$ cat src/rtl/mem_access_pkg.sv
// Shared encodings for the core-side memory access unit: access sizes,
// FSM state codes and the alignment check used at request acceptance.
package mem_access_pkg;

  localparam logic [1:0] SIZE_BYTE = 2'd0;
  localparam logic [1:0] SIZE_HALF = 2'd1;
  localparam logic [1:0] SIZE_WORD = 2'd2;

  localparam logic [2:0] StIdle    = 3'd0;
  localparam logic [2:0] StRdIssue = 3'd1;
  localparam logic [2:0] StRdWait  = 3'd2;
  localparam logic [2:0] StWrWait  = 3'd3;
  localparam logic [2:0] StErr     = 3'd4;

  // True for a misaligned half/word or the illegal size encoding.
  function automatic logic bad_access(input logic [1:0] size, input logic [1:0] offset);
    unique case (size)
      SIZE_BYTE: bad_access = 1'b0;
      SIZE_HALF: bad_access = offset[0];
      SIZE_WORD: bad_access = (offset != 2'b00);
      default:   bad_access = 1'b1;
    endcase
  endfunction

endpackage

$ cat src/rtl/mem_lane_align.sv
// Byte-lane alignment: store mask and data shift, load extract and extension.
// Purely combinational so the core's forwarding path can reuse it.
module mem_lane_align
  import mem_access_pkg::*;
(
  input  logic [1:0]  size_i,
  input  logic [1:0]  offset_i,
  input  logic        unsigned_i,
  input  logic [31:0] wdata_i,
  input  logic [31:0] rdata_i,
  output logic [3:0]  be_o,
  output logic [31:0] wdata_o,
  output logic [31:0] rdata_o
);

  logic [31:0] shifted;
  logic        ext_b;
  logic        ext_h;

  assign wdata_o = wdata_i << {offset_i, 3'b000};
  assign shifted = rdata_i >> {offset_i, 3'b000};
  assign ext_b   = ~unsigned_i & shifted[7];
  assign ext_h   = ~unsigned_i & shifted[15];

  always_comb begin
    be_o    = 4'b0000;
    rdata_o = 32'h0;
    unique case (size_i)
      SIZE_BYTE: begin
        be_o    = 4'b0001 << offset_i;
        rdata_o = {{24{ext_b}}, shifted[7:0]};
      end
      SIZE_HALF: begin
        be_o    = 4'b0011 << offset_i;
        rdata_o = {{16{ext_h}}, shifted[15:0]};
      end
      SIZE_WORD: begin
        be_o    = 4'b1111;
        rdata_o = shifted;
      end
      default: ;
    endcase
  end

endmodule

$ cat src/rtl/mem_access_unit.sv
// Core-side initiator for the Cache word port: turns byte/half/word loads and
// stores into word-aligned Cache accesses with registered Cache-side outputs.
module mem_access_unit
  import mem_access_pkg::*;
#(
  parameter int unsigned ADDR_BITWIDTH = 32
) (
  input  logic                     clk,
  input  logic                     rst_n,
  input  logic                     req_valid,
  output logic                     req_ready,
  input  logic                     req_write,
  input  logic [1:0]               req_size,
  input  logic                     req_unsigned,
  input  logic [ADDR_BITWIDTH-1:0] req_addr,
  input  logic [31:0]              req_wdata,
  output logic                     resp_valid,
  output logic [31:0]              resp_rdata,
  output logic                     resp_error,
  output logic [ADDR_BITWIDTH-1:0] c_address,
  output logic [31:0]              c_data_in,
  output logic [3:0]               c_write_enable,
  input  logic [31:0]              c_data_out,
  input  logic                     c_data_out_ready,
  input  logic                     c_busy
);

  logic [2:0]               state_q, state_d;
  logic [1:0]               size_q, size_d;
  logic                     uns_q, uns_d;
  logic [1:0]               off_q, off_d;
  logic [ADDR_BITWIDTH-1:0] c_address_q, c_address_d;
  logic [31:0]              c_data_in_q, c_data_in_d;
  logic [3:0]               c_we_q, c_we_d;
  logic                     resp_valid_q, resp_valid_d;
  logic                     resp_error_q, resp_error_d;
  logic [31:0]              resp_rdata_q, resp_rdata_d;

  logic                     idle;
  logic [1:0]               lane_size;
  logic [1:0]               lane_off;
  logic [3:0]               lane_be;
  logic [31:0]              lane_wdata;
  logic [31:0]              lane_rdata;

  // Store lanes come from the live request in IDLE; load extract uses the latched request.
  assign idle      = (state_q == StIdle);
  assign lane_size = idle ? req_size : size_q;
  assign lane_off  = idle ? req_addr[1:0] : off_q;

  mem_lane_align u_lane_align (
    .size_i     (lane_size),
    .offset_i   (lane_off),
    .unsigned_i (uns_q),
    .wdata_i    (req_wdata),
    .rdata_i    (c_data_out),
    .be_o       (lane_be),
    .wdata_o    (lane_wdata),
    .rdata_o    (lane_rdata)
  );

  always_comb begin
    state_d      = state_q;
    size_d       = size_q;
    uns_d        = uns_q;
    off_d        = off_q;
    c_address_d  = c_address_q;
    c_data_in_d  = c_data_in_q;
    c_we_d       = c_we_q;
    resp_valid_d = 1'b0;
    resp_error_d = 1'b0;
    resp_rdata_d = 32'h0;
    unique case (state_q)
      StIdle: begin
        if (req_valid) begin
          size_d = req_size;
          uns_d  = req_unsigned;
          off_d  = req_addr[1:0];
          if (bad_access(req_size, req_addr[1:0])) begin
            state_d = StErr;
          end else begin
            c_address_d = {req_addr[ADDR_BITWIDTH-1:2], 2'b00};
            if (req_write) begin
              c_we_d      = lane_be;
              c_data_in_d = lane_wdata;
              state_d     = StWrWait;
            end else begin
              c_we_d  = 4'b0000;
              state_d = StRdIssue;
            end
          end
        end
      end
      // data_out_ready may still describe the previous address here.
      StRdIssue: state_d = StRdWait;
      StRdWait: begin
        if (c_data_out_ready && !c_busy) begin
          resp_valid_d = 1'b1;
          resp_rdata_d = lane_rdata;
          state_d      = StIdle;
        end
      end
      StWrWait: begin
        if (!c_busy) begin
          c_we_d       = 4'b0000;
          resp_valid_d = 1'b1;
          state_d      = StIdle;
        end
      end
      StErr: begin
        resp_valid_d = 1'b1;
        resp_error_d = 1'b1;
        state_d      = StIdle;
      end
      default: state_d = StIdle;
    endcase
  end

  always_ff @(posedge clk or negedge rst_n) begin
    if (!rst_n) begin
      state_q      <= StIdle;
      size_q       <= 2'b00;
      uns_q        <= 1'b0;
      off_q        <= 2'b00;
      c_address_q  <= '0;
      c_data_in_q  <= 32'h0;
      c_we_q       <= 4'b0000;
      resp_valid_q <= 1'b0;
      resp_error_q <= 1'b0;
      resp_rdata_q <= 32'h0;
    end else begin
      state_q      <= state_d;
      size_q       <= size_d;
      uns_q        <= uns_d;
      off_q        <= off_d;
      c_address_q  <= c_address_d;
      c_data_in_q  <= c_data_in_d;
      c_we_q       <= c_we_d;
      resp_valid_q <= resp_valid_d;
      resp_error_q <= resp_error_d;
      resp_rdata_q <= resp_rdata_d;
    end
  end

  assign req_ready      = idle;
  assign resp_valid     = resp_valid_q;
  assign resp_error     = resp_error_q;
  assign resp_rdata     = resp_rdata_q;
  assign c_address      = c_address_q;
  assign c_data_in      = c_data_in_q;
  assign c_write_enable = c_we_q;

endmodule

$ cat config.mk
export PLATFORM = sky130hd
export DESIGN_NAME = mem_access_unit
export DESIGN_NICKNAME = d
export VERILOG_FILES = /design/src/rtl/mem_access_pkg.sv /design/src/rtl/mem_lane_align.sv /design/src/rtl/mem_access_unit.sv
export SDC_FILE = /design/constraint.sdc
export NUM_CORES = 1
export LEC_CHECK = 0
export BUFFER_PORTS_ARGS = -buffer_cell sky130_fd_sc_hd__buf_2
export CAP_MARGIN = 15
export CORE_UTILIZATION = 49
export DETAILED_ROUTE_END_ITERATION = 8
export GPL_TIMING_DRIVEN = 0
export PLACE_DENSITY = 0.81
export SETUP_SLACK_MARGIN = 0.1
export SYNTH_ARGS = -nofsm -noshare
export SYNTH_HDL_FRONTEND = slang
export SYNTH_SLANG_ARGS = --single-unit
$ cat constraint.sdc
create_clock -name clk -period 2.8 [get_ports clk]
set_clock_uncertainty 0.1 [all_clocks]
set_input_delay 0.14 -clock clk [delete_from_list [all_inputs] [get_ports clk]]
set_output_delay 0.14 -clock clk [all_outputs]
set_load 0.02 [all_outputs]
After elaboration in Yosys (flattened, before gate mapping)
Index checks and enable logic that the tools add are counted.
{ "word_totals": {"elab_cells": 66, "ramBits": 0, "romBits": 0, "in_bits": 105, "latchBits": 0, "memories": 0, "register_bits": 108} }
{ "classes": {"order_cmp": 0, "n_mux": 24, "n_shift": 4, "reduce_logical": 12, "multipliers": 0, "n_addsub": 0, "n_eq_ne": 12, "n_div": 0, "bitwise_logic": 4} }
{ "op_table": {"columns": ["operator", "count"], "rows": [
  ["$pmux W32 S3", 1],
  ["$mux W32", 2],
  ["$shl A32 B5 Y32", 1],
  ["$shr A32 B5 Y32", 1],
  ["$mux W4", 4],
  ["$mux W3", 4],
  ["$pmux W3 S4", 1],
  ["$pmux W4 S3", 1],
  ["$ne A2 B2 Y1 const B", 4],
  ["$pmux W4 S2", 1],
  ["$reduce_and A4 Y1", 2],
  ["$eq A3 B2 Y1 const B", 2],
  ["$mux W2", 3],
  ["$pmux W1 S3", 2],
  ["$reduce_and A3 Y1", 2],
  ["$mux W1", 5],
  ["$eq A2 B1 Y1 const B", 2],
  ["$eq A2 B2 Y1 const B", 2],
  ["$logic_not A2 Y1", 2],
  ["$reduce_bool A2 Y1", 2],
  ["$shl A1 B2 Y4 const A", 1],
  ["$shl A2 B2 Y4 const A", 1],
  ["$eq A3 B1 Y1 const B", 1],
  ["$eq A3 B3 Y1 const B", 1],
  ["other kinds (6)", 8]
]} }

Longest topological paths before layout
{ "logic_depth": {"ltp_word": 8, "depth_mapped": 9, "mapped_depth_nobuf": 6} }

Hierarchy
From an unflattened synthesis, not the netlist that was laid out.
{ "hier_totals": {"hier_cells": 452, "area_unflattened_um2": 5485.3} }
{ "modules_own_cells": {"columns": ["mod", "cells_per_inst", "area_each_um2", "n_inst"], "rows": [
  ["mem_access_unit", 254, 4161.5, 1],
  ["mem_lane_align", 198, 1323.8, 1]
]} }

Worst setup path before layout
Ideal clock, no wire load.
{ "synth_timing": {"path_kind": "register to register", "start": "register state_q[2]", "end": "register resp_rdata_q[10] (netlist: resp_rdata[10])", "slack_ps": 563, "path_stages_with_launch": 8, "setup_ps": 126, "period_less_slack_ps": 2237, "arrival_time_ps": 2011, "required_ps": 2574, "cell_sequence": "dfrtp_1 > or3_4 > buf_6 > mux2i_4 > buf_6 > mux2_2 > a221oi_1 > nor2_1"} }
{ "synth_between": {"elab_chain_cells": 7, "word_cells_on_any_way": 12} }
{ "synth_rtl": {"columns": ["item", "line_no", "source"], "rows": [
  ["from (decl)", "mem_access_unit.sv:28", "logic [2:0] state_q, state_d;"],
  ["from (signal assigned)", "mem_access_unit.sv:121", "state_q <= StIdle;"],
  ["from (signal assigned)", "mem_access_unit.sv:132", "state_q <= state_d;"],
  ["$logic_not A3 Y1", "mem_access_unit.sv:47", "assign idle = (state_q == StIdle);"],
  ["$mux W2", "mem_access_unit.sv:49", "assign lane_off = idle ? req_addr[1:0] : off_q;"],
  ["$shr A32 B5 Y32", "mem_lane_align.sv:21", "assign shifted = rdata_i >> {offset_i, 3'b000};"],
  ["$and A1 B1 Y1", "mem_lane_align.sv:22", "assign ext_b = ~unsigned_i & shifted[7];"],
  ["$pmux W32 S3", "mem_lane_align.sv:28", "unique case (size_i)"],
  ["$mux W32", "mem_access_unit.sv:97", "if (c_data_out_ready && !c_busy) begin"],
  ["$mux W32 (*)", "mem_access_unit.sv:73", "unique case (state_q)"],
  ["via resp_rdata_d[10]", "mem_access_unit.sv:37", "logic [31:0] resp_rdata_q, resp_rdata_d;"],
  ["to (signal assigned)", "mem_access_unit.sv:141", "resp_rdata_q <= resp_rdata_d;"],
  ["to (decl)", "mem_access_unit.sv:37", null]
]} }
The timed path passes the listed nets; every way through them passes the cells marked *.
A chain may end at the register's enable or synchronous reset.

Worst setup path after layout
Ends and elaborated chain as after synthesis.

==> metrics.txt <==
XOR/XNOR share of the synthesized area=less than 1%; largest net degree at the start of global routing=between 50 and 60; Yosys cell types=46; grt total ovfl=0; number of H-tree levels=3; endpoints failing hold=0; mux cell area share after synthesis=~18%; DRT iter0 DRCs=around 240; Compound-Gate Fraction of Synth Area=13.7%; core area=between 9000 and 10000 um^2; CP Class=reg -> reg; Worst Path Required=2.95 ns; Tightest Pin Transition=roughly 0.76 ns; DR pass1 iterations=5; Layout Cell Area excl Fill=between 7000 and 8000 um^2; post-layout min period=2.59 ns; Leak Pwr=3.68 nW; Layout Utilization=~73%; number of synthesized register bits=~110; Final Cycle Share=92.4%; most common cell after layout, fill and taps aside=buf_2; Post-DRT Antenna Nets=0; RSZ-0062 raised after global routing=false; # DRC=0; CTS tree=built; Reg clk slew, reported paths=0.09 ns; Max-Cap Viols=0; Longest Clk Path Bufs=2; Tot GR Track Use=slightly above 30%; clock sinks=roughly 110; die height=around 100 um; final setup violation count=0; Most Frequent Cell on Critical Path=buf_6; critical path's slowest cell=dfrtp_1; simple-gate share of the synthesized area=between 10% and 20%; drt wl/cell=approximately 18 um; Synth Instances=about 460; Syn. warnings=0; sequential fraction of the synthesis area=53.0%; GPL Wtd Cong=a little under 0.9; setup TNS=0 ns; vias per cell=5.54; R2R setup slack=between 0.2 and 0.25 ns; # diodes=0; most frequent cells in the layout=214 x buf_2, 108 x dfrtp_1, 74 x dlygate4sd3_1; Die X=around 100 um; placed inst area=approximately 6300 um^2; # rows=36; IO Count=~210; HP Class=in -> reg; relative slew slack=about 50%; synthesized area=between 5000 and 6000 um^2; final non-filler cell total=883; largest family of logic cells by synthesized area=multiplexers; Via Count=slightly below 5000; Root Driver=clkbuf_8; CP Max Fanout=10; VDD IR-drop max=between 0.0005 and 0.0006 V; CP Launch Type=register; Post-Route WL=approximately 16000 um; Die ar.=between 10000 and 15000 um^2; number of global-route vias before repair=a little over 5000; Total Power=just over 0.007 W; fillcell total=721; initial antenna violation count=0; first-pass GRT wire length=between 20000 and 30000 um; layout cell share with drive strength beyond 1=~39%; Starting Density=51.3%; nets=850; TritonCTS Buffers=9; Slew Limit Fails=0; Arr. time, crit path=roughly 2.7 ns; Post-Synth Adder-Cell Area=0%; slowest stage delay, CP=around 0.45 ns; Critical Path, Cell by Cell=or3_4, buf_6, mux2i_4, buf_6, mux2_2, a221oi_1, nor2_1; clock latency on the worst-skew pair=~0.37 ns; Layout Area Growth over Synthesis=42.9%; Max Fclk=between 0.3 and 0.4 GHz; total power density per cell area=about 990 nW/um^2; crit path capture type=register; status=finished, final reports clean; HPWL after detailed placement=about 11000 um; Avg Inst Size Synth=roughly 11 um^2; Port Buffers=about 200; Placed Instances=793
per-stage QoR:
stage,hold slack [ns],setup slack (ns)
2_1_floorplan,-0.256,0.563
3_3_place_gp,0.241,0.162
3_5_place_dp,0.139,0.106
4_1_cts,0.00502,0.226
5_1_grt,0.0136,0.101
6_report,0.00575,0.212
sequential cells by signal, summed over array words and instances, names as in the netlist:
name            cells
size_q              2
state_q             3
off_q               2
uns_q               1
c_data_in          32
resp_valid          1
c_address          30
resp_error          1
resp_rdata         32
c_write_enable      4
worst max-delay path, delay by kind of cell, from the launching register on:
family	cells	cell delay, ns
and+or+nand+nor	2	0.51
muxes	2	0.75
AOI/OAI and AO/OA	1	0.26
buffers and inverters	2	0.39
DFF	1	0.45
final timing paths:
| path | startpoint | to | depth (start not counted) |
|---|---|---|---|
| setup reg to reg | state_q[2] | resp_rdata[10] | 7 |
| hold reg to reg | c_data_in[10] | c_data_in[10] | 2 |
| max in group asynchronous | rst_n | c_data_in[15] | 3 |
| setup / recovery | state_q[2] | resp_rdata[10] | 7 |
| hold / removal | c_data_out[6] | resp_rdata[6] | 3 |
| min in group asynchronous | rst_n | c_address[14] | 2 |
per-layer routing:
layer | share of wire [%] | up-vias | track usage, % | wire length, um
li1 | - | 2215 | - | -
met1 | 39 | 2385 | 37.1 | 6340
met2 | 52 | 252 | 54.2 | 8390
met3 | 6.1 | 36 | 4.70 | 992
met4 | 2.8 | 0 | 13.5 | 455
met5 | 0 | - | 0 | 0
timing repair:
action | in CTS | in global routing
buffers inserted | 0 | 0
resized for setup | 1 | 2
hold endpoints to repair | 126 | 0
hold buffers | 74 | 0
setup endpoints to repair | 1 | 1
cell families (layout without fill, tap and decap cells):
logic type | after synthesis | count (layout)
buffers and inverters | 37 | 330
xor gates and xnor gates | 2 | 2
other | 1 | 2
muxes | 83 | 83
and+or+nand+nor | 127 | 127
AOI/OAI and AO/OA | 98 | 98
DFF | 108 | 108
cells in the mapped netlist (all sizes together):
cell type,number,area (um^2)
dfrtp,108,2700
o21ai,12,60.1
a22o,8,70.1
nor2b,1,6.26
nor3,5,36.3
or3,1,11.3
a311o,1,10.0
a21o,2,15.0
mux2i,33,343
buf,21,133
and2,2,12.5
nand2b,2,12.5
nor2,35,131
and4,1,8.76
nand3b,2,15.0
o22ai,7,43.8
o31ai,1,7.51
mux2,49,559
a311oi,1,15.0
clkbuf,9,33.8
nand3,12,65.1
o311ai,1,8.76
nor4,1,6.26
nand4b,1,8.76
a211oi,9,67.6
mux4,1,22.5
nand2,61,229
o21a,9,67.6
a221oi,16,146
conb,1,3.75
and3,3,18.8
a32o,1,10.0
a21oi,21,109
inv,7,26.3
a32oi,1,8.76
o211ai,8,60.1
xor2,2,17.5
power by group:
group | switching [W] | total (W) | internal (W)
Clock | 0.000523 | 0.00112 | 0.000592
Sequential | 0.000339 | 0.00244 | 0.00210
Combinational | 0.00223 | 0.00370 | 0.00146
Total | 0.00309 | 0.00725 | 0.00416
final cells by class:
type	instances	area, um^2	area share [%]
Sequential cell	108	2700	37.1
Clock inverter	5	100	1.37
Multi-Input combinational cell	312	2210	30.4
Buffer	30	168	2.30
Inverter	7	26.3	0.360
Clock buffer	11	131	1.80
Timing Repair Buffer	277	1780	24.4
Tap cell	133	166	2.28
(Power assumes the default switching activity.)
